### src/rtl/time_display_scan_if.sv
// Bundles the time word from the clock source with the multiplexed display pins.
// master drives disp_time and observes the pins; slave is the scanner.
interface time_display_scan_if;
    logic [26:0] disp_time;
    logic [5:0]  an;
    logic [6:0]  seg;
    logic        dp;
    logic        frame_start;
    logic        time_err;

    modport master (output disp_time, input an, seg, dp, frame_start, time_err);
    modport slave  (input disp_time, output an, seg, dp, frame_start, time_err);
endinterface

### src/rtl/time_display_scan.sv
// Scans a 6-digit common-anode display from a per-frame snapshot of the BCD time word.
// Outputs lag the digit index by 1 cycle; free-running, no backpressure.
module time_display_scan #(
    parameter int SCAN_DIV = 2
) (
    input  logic               kh_clk,
    input  logic               reset,
    time_display_scan_if.slave disp
);
    localparam int DIV_W = (SCAN_DIV > 1) ? $clog2(SCAN_DIV) : 1;
    localparam logic [DIV_W-1:0] DIV_MAX = DIV_W'(SCAN_DIV - 1);

    logic [DIV_W-1:0] div_cnt_q, div_cnt_d;
    logic [2:0]       idx_q, idx_d;
    logic [26:0]      shadow_q, shadow_d;
    logic             loaded_q, loaded_d;
    logic             live_q, live_d;
    logic [5:0]       an_q, an_d;
    logic [6:0]       seg_q, seg_d;
    logic             dp_q, dp_d;
    logic             frame_start_q, frame_start_d;
    logic             time_err_q, time_err_d;

    logic       tick, wrap, valid, hour_ok;
    logic       pm;
    logic [1:0] h_tens;
    logic [3:0] h_ones, m_tens, m_ones, s_tens, s_ones, digit;
    logic       unused_rsvd;

    function automatic logic [6:0] seg7(input logic [3:0] v);
        case (v)
            4'd0:    seg7 = 7'h40;
            4'd1:    seg7 = 7'h79;
            4'd2:    seg7 = 7'h24;
            4'd3:    seg7 = 7'h30;
            4'd4:    seg7 = 7'h19;
            4'd5:    seg7 = 7'h12;
            4'd6:    seg7 = 7'h02;
            4'd7:    seg7 = 7'h78;
            4'd8:    seg7 = 7'h00;
            4'd9:    seg7 = 7'h10;
            default: seg7 = 7'h7F;
        endcase
    endfunction

    assign pm          = shadow_q[26];
    assign h_tens      = shadow_q[25:24];
    assign h_ones      = shadow_q[23:20];
    assign m_tens      = shadow_q[19:16];
    assign m_ones      = shadow_q[15:12];
    assign s_tens      = shadow_q[11:8];
    assign s_ones      = shadow_q[7:4];
    assign unused_rsvd = ^shadow_q[3:0];

    // Hour must read 01..12; this also bounds the tens and ones digits.
    assign hour_ok = ((h_tens == 2'd0) && (h_ones >= 4'd1) && (h_ones <= 4'd9)) ||
                     ((h_tens == 2'd1) && (h_ones <= 4'd2));
    assign valid   = hour_ok && (m_tens <= 4'd5) && (m_ones <= 4'd9) &&
                     (s_tens <= 4'd5) && (s_ones <= 4'd9);

    always_comb begin
        tick      = (div_cnt_q == DIV_MAX);
        wrap      = tick && (idx_q == 3'd5);
        div_cnt_d = tick ? '0 : div_cnt_q + 1'b1;
        idx_d     = idx_q;
        if (tick) begin
            idx_d = (idx_q == 3'd5) ? 3'd0 : idx_q + 3'd1;
        end
        shadow_d = wrap ? disp.disp_time : shadow_q;
        loaded_d = wrap;
        live_d   = live_q | wrap;
    end

    always_comb begin
        case (idx_q)
            3'd0:    digit = {2'b00, h_tens};
            3'd1:    digit = h_ones;
            3'd2:    digit = m_tens;
            3'd3:    digit = m_ones;
            3'd4:    digit = s_tens;
            default: digit = s_ones;
        endcase

        an_d          = 6'h3F;
        seg_d         = 7'h7F;
        dp_d          = 1'b1;
        frame_start_d = 1'b0;
        time_err_d    = 1'b0;
        // Display stays dark until the first snapshot has been taken.
        if (live_q) begin
            an_d          = ~(6'b000001 << idx_q);
            frame_start_d = loaded_q;
            if (!valid) begin
                seg_d      = 7'h3F;
                time_err_d = 1'b1;
            end else begin
                seg_d = ((idx_q == 3'd0) && (h_tens == 2'd0)) ? 7'h7F : seg7(digit);
                case (idx_q)
                    3'd1, 3'd3: dp_d = s_ones[0];
                    3'd5:       dp_d = ~pm;
                    default:    dp_d = 1'b1;
                endcase
            end
        end
    end

    always_ff @(posedge kh_clk) begin
        if (reset) begin
            div_cnt_q     <= '0;
            idx_q         <= 3'd5;
            shadow_q      <= '0;
            loaded_q      <= 1'b0;
            live_q        <= 1'b0;
            an_q          <= 6'h3F;
            seg_q         <= 7'h7F;
            dp_q          <= 1'b1;
            frame_start_q <= 1'b0;
            time_err_q    <= 1'b0;
        end else begin
            div_cnt_q     <= div_cnt_d;
            idx_q         <= idx_d;
            shadow_q      <= shadow_d;
            loaded_q      <= loaded_d;
            live_q        <= live_d;
            an_q          <= an_d;
            seg_q         <= seg_d;
            dp_q          <= dp_d;
            frame_start_q <= frame_start_d;
            time_err_q    <= time_err_d;
        end
    end

    assign disp.an          = an_q;
    assign disp.seg         = seg_q;
    assign disp.dp          = dp_q;
    assign disp.frame_start = frame_start_q;
    assign disp.time_err    = time_err_q;
endmodule
### src/flat_wrapper.sv
// flat-port wrapper written by rule: the top's interface ports become plain ports
module time_display_scan_flat 
#(
    parameter int SCAN_DIV = 2
)
  (kh_clk, reset, disp_disp_time, disp_an, disp_seg, disp_dp, disp_frame_start, disp_time_err);
  time_display_scan_if disp_i ();
  input  logic kh_clk;
  input  logic reset;
  input wire logic [$bits(disp_i.disp_time)-1:0] disp_disp_time;
  output wire logic [$bits(disp_i.an)-1:0] disp_an;
  output wire logic [$bits(disp_i.seg)-1:0] disp_seg;
  output wire logic [$bits(disp_i.dp)-1:0] disp_dp;
  output wire logic [$bits(disp_i.frame_start)-1:0] disp_frame_start;
  output wire logic [$bits(disp_i.time_err)-1:0] disp_time_err;
  assign disp_i.disp_time = disp_disp_time;
  assign disp_an = disp_i.an;
  assign disp_seg = disp_i.seg;
  assign disp_dp = disp_i.dp;
  assign disp_frame_start = disp_i.frame_start;
  assign disp_time_err = disp_i.time_err;
  time_display_scan #(.SCAN_DIV(SCAN_DIV)) u_core (.kh_clk(kh_clk), .reset(reset), .disp(disp_i));
endmodule
### config.mk
export PLATFORM = sky130hd
export DESIGN_NAME = time_display_scan_flat
export DESIGN_NICKNAME = d
export VERILOG_FILES = /design/src/rtl/time_display_scan_if.sv /design/src/rtl/time_display_scan.sv /design/src/flat_wrapper.sv
export SDC_FILE = /design/constraint.sdc
export NUM_CORES = 1
export LEC_CHECK = 0
export ABC_AREA = 1
export CAP_MARGIN = 10
export CORE_ASPECT_RATIO = 0.7
export CORE_UTILIZATION = 52
export CTS_BUF_LIST = sky130_fd_sc_hd__clkbuf_8
export CTS_CLUSTER_SIZE = 20
export DETAILED_ROUTE_END_ITERATION = 8
export HOLD_SLACK_MARGIN = 0.03
export PLACE_DENSITY = 0.9
export SLEW_MARGIN = 25
export SYNTH_ARGS = -nofsm -noshare
export SYNTH_HDL_FRONTEND = slang
export SYNTH_SLANG_ARGS = --single-unit
export TNS_END_PERCENT = 100
### constraint.sdc
create_clock -name kh_clk -period 6.1 [get_ports kh_clk]
set_input_delay 1.22 -clock kh_clk [delete_from_list [all_inputs] [get_ports kh_clk]]
set_output_delay 1.22 -clock kh_clk [all_outputs]
set_load 0.005 [all_outputs]
==> run metrics, run 1 <==
die extent in y 54.1 um; vias per cell 5.12; Clk Latency, worst-skew pair 0.30 ns; Peak VDD IR 132 uV; HPWL Detailed 3.07 mm; clk sinks 45; Post-Syn Area per Cell 7.58 um^2; max cap viols 0; DR vias 1819; Critical Path AT 2.91 ns; Resized Gates After CTS 0; RSZ-0062 raised after global routing no; CTS clk-pin slew, worst paths 0.08 ns; Root Driver clkbuf_8; r2r startpoint u_core.idx_q[1]; Pre-antenna DRT Iters 4; # hold bufs at CTS 0; Sequential Area 901 um^2; PD cells 265 nW/um^2; area of the core 3600 um^2; sequential-to-total area share from yosys stat 44.7%; port bufs 40; H-tree levels 2; Setup CP Type in -> reg; multi-input logic area 931 um^2; FF+latch count, synth 45; placer congestion estimate 0.879; crit start category input pin; Final Core Density 69.8%; top cells by count, synth 47 x nand2_1, 45 x dfxtp_1, 30 x a21oi_1; Max transition margin 50.4%; number of global-route vias before repair 1535; post-detailed-route DRC marker count 0; num rows 18; Highest Signal Layer met4; Pins Over Slew Limit 0; Critical Path RT 6.28 ns; DRT met1 WL 2.08 mm; Final min period 2.72 ns; count leader, synth nand2_1; main flop type after synthesis dfxtp_1; IO Count 45; antenna-violating nets left 0; f_max 0.367 GHz; Starting Density 55.9%; initial antenna violation count 0; Synth area leader dfxtp_1; Worst R2R Path Depth 12; leakage 1.02 nW; layout cells sized above 1 11.1%; CP endpoint u_core.disp.dp; top-area cell type share of the netlist area 44.7%; Worst Tran Pin Value 0.742 ns; count of final hold-check violations 0; routed wl met2 1.80 mm; cell area after synthesis 2020 um^2; GR Overflow Total 0; ranking of synthesized cells by area dfxtp_1 45%, nand2_1 8.8%, a21oi_1 7.4%; Synth-to-Final Area Change 24.8%; Fin Hold WS 0.415 ns; Crit. End Element flop; R2R Setup Slk 3.59 ns; Setup-failing EPs final 0; Die Footprint 4130 um^2; reg2reg end u_core.disp.seg[3]; Async SR Flop Fraction 0%; status finished clean; Gate Count Post-Synth 266; Clock Path Buffers 2; Net Count, Synth 301; first-pass GRT wire length 6.84 mm; critical path launch point reset; Pwr Total 666 uW; TritonCTS clock tree built; WL per Instance 11.8 um; Fin Setup TNS 0 ns; Post-synth EDFFs 0; die width 76.4 um; yosys warns 0; Yosys cell types 30; Worst Clk Skew 0.00808 ns; Final period util 44.6%; Total Nets Final 339; Min-Delay Path Class reg -> reg; WL met3 262 um; fill cell count 327; post-CTS setup buffer count 0; largest net degree at the start of global routing 42; drt total wl 4.20 mm; Iter 0 DRT Violations 69; n_diodes 0; Crit Path Max Fanout 13; Inserted Clock Buffers 5; GRT Total Usage 22.0%
## worst max-delay path: stages
cell,delay [ns]
clkdlybuf4s50_1,0.65
nor2_1,0.49
o21ai_0,0.18
a221oi_1,0.29
nand2_1,0.08
## flip-flops by register name (all words and copies together), names as in the netlist, 3 cells and up
register         cells
u_core.idx_q         3
u_core.shadow_q     23
u_core.disp.an       6
u_core.disp.seg      7
## per-layer routing
metal | vias to the layer above | GRT usage [%]
met2 | 66 | 36.2
li1 | 941 | -
met1 | 804 | 28.4
met3 | 8 | 5.59
met5 | - | 0
met4 | 0 | 8.65
## final cells by class
cell class | instances | share of cell area, %
timing repair buffer | 40 | 15.9
inverter | 35 | 5.32
clock inverter | 3 | 0.697
sequential | 45 | 35.8
tap | 50 | 2.49
clock buffer | 5 | 2.74
multi-input combinational | 177 | 37.0
## worst min path at each step
stage | startpoint | to | cells past startpoint | slack (ns)
6_report | u_core.loaded_q | u_core.disp.frame_start | 2 | 0.41
4_1_cts | u_core.loaded_q | u_core.disp.frame_start | 2 | 0.41
5_1_grt | u_core.loaded_q | u_core.disp.frame_start | 2 | 0.43
3_5_place_dp | u_core.loaded_q | u_core.disp.frame_start | 2 | 0.40
3_3_place_gp | u_core.loaded_q | u_core.disp.frame_start | 2 | 0.40
2_1_floorplan | u_core.loaded_q | u_core.disp.frame_start | 2 | 0.39
## kinds of logic after synthesis
kind of cell | count (synthesis) | synth area share, %
buf+inv | 44 | 9.12
flops | 45 | 44.7
fa+ha+maj | 6 | 3.72
compound gates | 59 | 15.3
simple gates | 112 | 27.1
## cell usage in the layout, fill, tap and decap left out
cell             instances
nand2_1                 47
dfxtp_1                 45
clkdlybuf4s50_1         40
a21oi_1                 30
inv_1                   29
nand3_1                 20
nor2_1                  19
o21ai_1                 17
nand2_2                  9
o21ai_0                  7
ha_1                     6
inv_2                    5
clkbuf_8                 5
nor2_4                   3
nand4_1                  3
nor3_1                   2
nand3_2                  2
nor2_2                   2
or2_1                    2
clkinv_2                 2
inv_4                    1
a21oi_2                  1
nor3_4                   1
a221oi_1                 1
o31ai_1                  1
o211ai_1                 1
nand4_2                  1
or2_2                    1
a31oi_1                  1
clkinvlp_4               1
## stage by stage
step                area [um^2]  cells  worst slack (ns)
global placement           2430    347              3.18
CTS                        2510    355              3.38
global route               2510    355              3.25
finish                     2510    355              3.38
floorplan                  2020    266              4.03
detailed placement         2430    347              3.08
## power breakdown
part	internal, mW	switching, mW	total, mW
Combinational	0.0618	0.0936	0.155
Sequential	0.315	0.0166	0.332
Clock	0.0791	0.100	0.179
(Power assumes the default switching activity.)
==> run 2, diff against run 1 <==
- CORE_UTILIZATION: 52 -> 47
- PLACE_DENSITY: 0.9 -> 0.86
- clock period: 6.1 -> 2.2 ns (I/O delays scaled with it)
==> run 2 against run 1 <==
Effect of this change: core utilization fell by 4.2 points; register-to-register slack worse by 3.4 ns; power rose to 2.9 times the previous value; critical path type is now reg -> reg; critical path depth grew 7; largest cell class unchanged; flip-flop and latch count unchanged; combinational power increased to 3.1 times the previous value; wire length grew 3.8%.
==> run metrics, run 2 (synthesis results as in run 1) <==
n_diodes 0 (unchanged); f_max 0.500 GHz; Crit Path Max Fanout 8 (was 13); num rows 19 (was 18); Sequential Area 901 um^2 (unchanged); Pwr Total 1.94 mW (was 666 uW); status finished clean (unchanged); Comb pwr share 24.6% (was 23.3%); number of flip-flops in the largest register 23 (unchanged); PD cells 737 nW/um^2 (was 265 nW/um^2); Setup-failing EPs final 0 (unchanged); # hold bufs at CTS 0 (unchanged); Crit-path slowest cell dfxtp_1 (was clkdlybuf4s50_1); Net Sw Power 585 uW (was 210 uW); vias per cell 4.97 (was 5.12); Min-Delay Path Class reg -> reg (unchanged); antenna-violating nets left 0 (unchanged); GR Overflow Total 0 (unchanged); Final min period 2.00 ns; Root Driver clkbuf_8 (unchanged); GRT Total Usage 21.6% (was 22.0%); Starting Density 50.2% (was 55.9%); Iter 0 DRT Violations 62 (was 69); GRT met1 Usage 29.5% (was 28.4%); worst stage delay on the critical path 0.39 ns (was 0.65 ns); Synth-to-Final Area Change 30.7% (was 24.8%); multi-input logic area 936 um^2 (was 931 um^2); Crit. End Element flop (unchanged); global-route met3 utilization 5.04% (was 5.59%); IO Count 45 (unchanged); Clock Path Buffers 2 (unchanged); busiest metal layer after global routing met2 (unchanged); TritonCTS clock tree built (unchanged); Worst Clk Skew 0.00833 ns (was 0.00808 ns); Max transition margin 67.4% (was 50.4%); Clk Latency, worst-skew pair 0.31 ns (was 0.30 ns); HPWL Detailed 3.34 mm (was 3.07 mm); layout cells sized above 1 15.4% (was 11.1%); internal power 1.36 mW (was 456 uW); Worst path top cell family by delay simple AND/OR/NAND/NOR gates (was buffers and inverters); Pre-antenna DRT Iters 4 (unchanged); Die Footprint 4560 um^2 (was 4130 um^2); clk sinks 45 (unchanged); Peak VDD IR 422 uV (was 132 uV); commonest non-fill, non-tap cell in the layout nand2_1 (unchanged); crit path cell chain inv_4, ha_2, inv_1, nand2_2, nor2_4, nand2_1, nand2_2, inv_1, ha_1, or2_1, nand3_1, nand2_1 (was clkdlybuf4s50_1, nor2_1, o21ai_0, a221oi_1, nand2_1); post-detailed-route DRC marker count 0 (unchanged); H-tree levels 2 (unchanged); initial antenna violation count 0 (unchanged); M2 GR Usage 31.1% (was 36.2%); fill cell count 358 (was 327); max cap viols 0 (unchanged); Total Nets Final 352 (was 339); switching share of total power 30.1% (was 31.6%); sequential share of power 46.8% (was 49.8%); DR vias 1838 (was 1819); largest net degree at the start of global routing 42 (unchanged); WL per Instance 11.8 um (about the same); number of global-route vias before repair 1653 (was 1535); count of final hold-check violations 0 (unchanged); crit start category flop (was input pin); Fin Setup TNS 0 ns (unchanged); die extent in y 56.8 um (was 54.1 um); Buf/Inv on CP 3 (was 1); Finished Layout Cells 370 (was 355); CTS clk-pin slew, worst paths 0.08 ns (about the same); port bufs 40 (unchanged); Clock power frac 28.6% (was 26.9%); Pins Over Slew Limit 0 (unchanged); Critical Path AT 2.21 ns (was 2.91 ns); Placed Cells 362 (was 347); Worst Tran Pin Value 0.488 ns (was 0.742 ns); Critical Path RT 2.40 ns (was 6.28 ns); drt total wl 4.36 mm (was 4.20 mm); most frequent cells in the layout 47 x nand2_1, 45 x dfxtp_1, 40 x clkdlybuf4s50_1 (unchanged); placer congestion estimate 0.908 (was 0.879); Final period util 91.0%; Setup CP Type reg -> reg (was in -> reg); leakage 1.10 nW (was 1.02 nW); Inserted Clock Buffers 5 (unchanged); first-pass GRT wire length 7.29 mm (was 6.84 mm); RSZ-0062 raised after global routing no (unchanged); area of the core 4020 um^2 (was 3600 um^2); DP Area 2530 um^2 (was 2430 um^2); Top reg by flops u_core.shadow_q (unchanged); Final Cell Area 2640 um^2 (was 2510 um^2); die width 80.3 um (was 76.4 um)
## run 2: cell types whose count changed in the layout (fill, tap and decap cells not counted), sizes merged
cell and change:
buf +13, clkbuf +2, clkinv -1, clkinvlp -1
## run 2: final timing paths
kind                                       from                       to  slack (ns)  cells after the start
worst max-delay path            u_core.idx_q[2]       u_core.disp.seg[3]        0.20                     12
worst max register to register  u_core.idx_q[2]       u_core.disp.seg[3]        0.20                     12
worst min register to register  u_core.loaded_q  u_core.disp.frame_start        0.41                      2
worst min-delay path            u_core.loaded_q  u_core.disp.frame_start        0.41                      2
## run 2: worst reg2reg max path: cells and delay by family, from the launching register on
kind	cells	cell delay, ns
adder cells (fa/ha/maj)	2	0.51
buffers and inverters	3	0.26
flip-flops	1	0.39
AND/OR/NAND/NOR	7	0.75
## run 2: metrics by stage
stage / hold WS (ns) / util (%) / worst slack [ns]
after floorplan: 0.394 / - / 0.169
after global placement: 0.398 / 62.9 / 0.160
after detailed placement: 0.406 / 62.9 / 0.129
after CTS: 0.416 / 65.5 / 0.111
after global routing: 0.424 / 65.6 / 0.0339
final: 0.412 / 65.6 / 0.198
## run 2: metal layers
metal | up-vias | wire (um)
met4 | 0 | 114
li1 | 963 | -
met1 | 811 | 2130
met3 | 11 | 251
met2 | 53 | 1860
met5 | - | 0
## run 2: timing repair
action,in CTS,in global routing
setup buffers,0,0
gates resized for setup,0,2
endpoints found under the setup margin,0,3
## run 2: power groups by stage
stage | Combinational [mW] | Clock (mW) | Sequential [mW]
3_3_place_gp | 0.452 | 0 | 0.925
6_report | 0.477 | 0.556 | 0.910
3_5_place_dp | 0.472 | 0 | 0.928
2_1_floorplan | 0.316 | 0 | 0.917
4_1_cts | 0.475 | 0.562 | 0.909
5_1_grt | 0.540 | 0.599 | 0.917
## run 2: layout make-up
type                            count  share of cell area [%]
Tap cell                           52                    2.47
Clock inverter                      1                   0.190
Multi-Input combinational cell    177                    35.5
Sequential cell                    45                    34.2
Inverter                           35                    5.08
Timing Repair Buffer               53                    18.9
Clock buffer                        7                    3.66
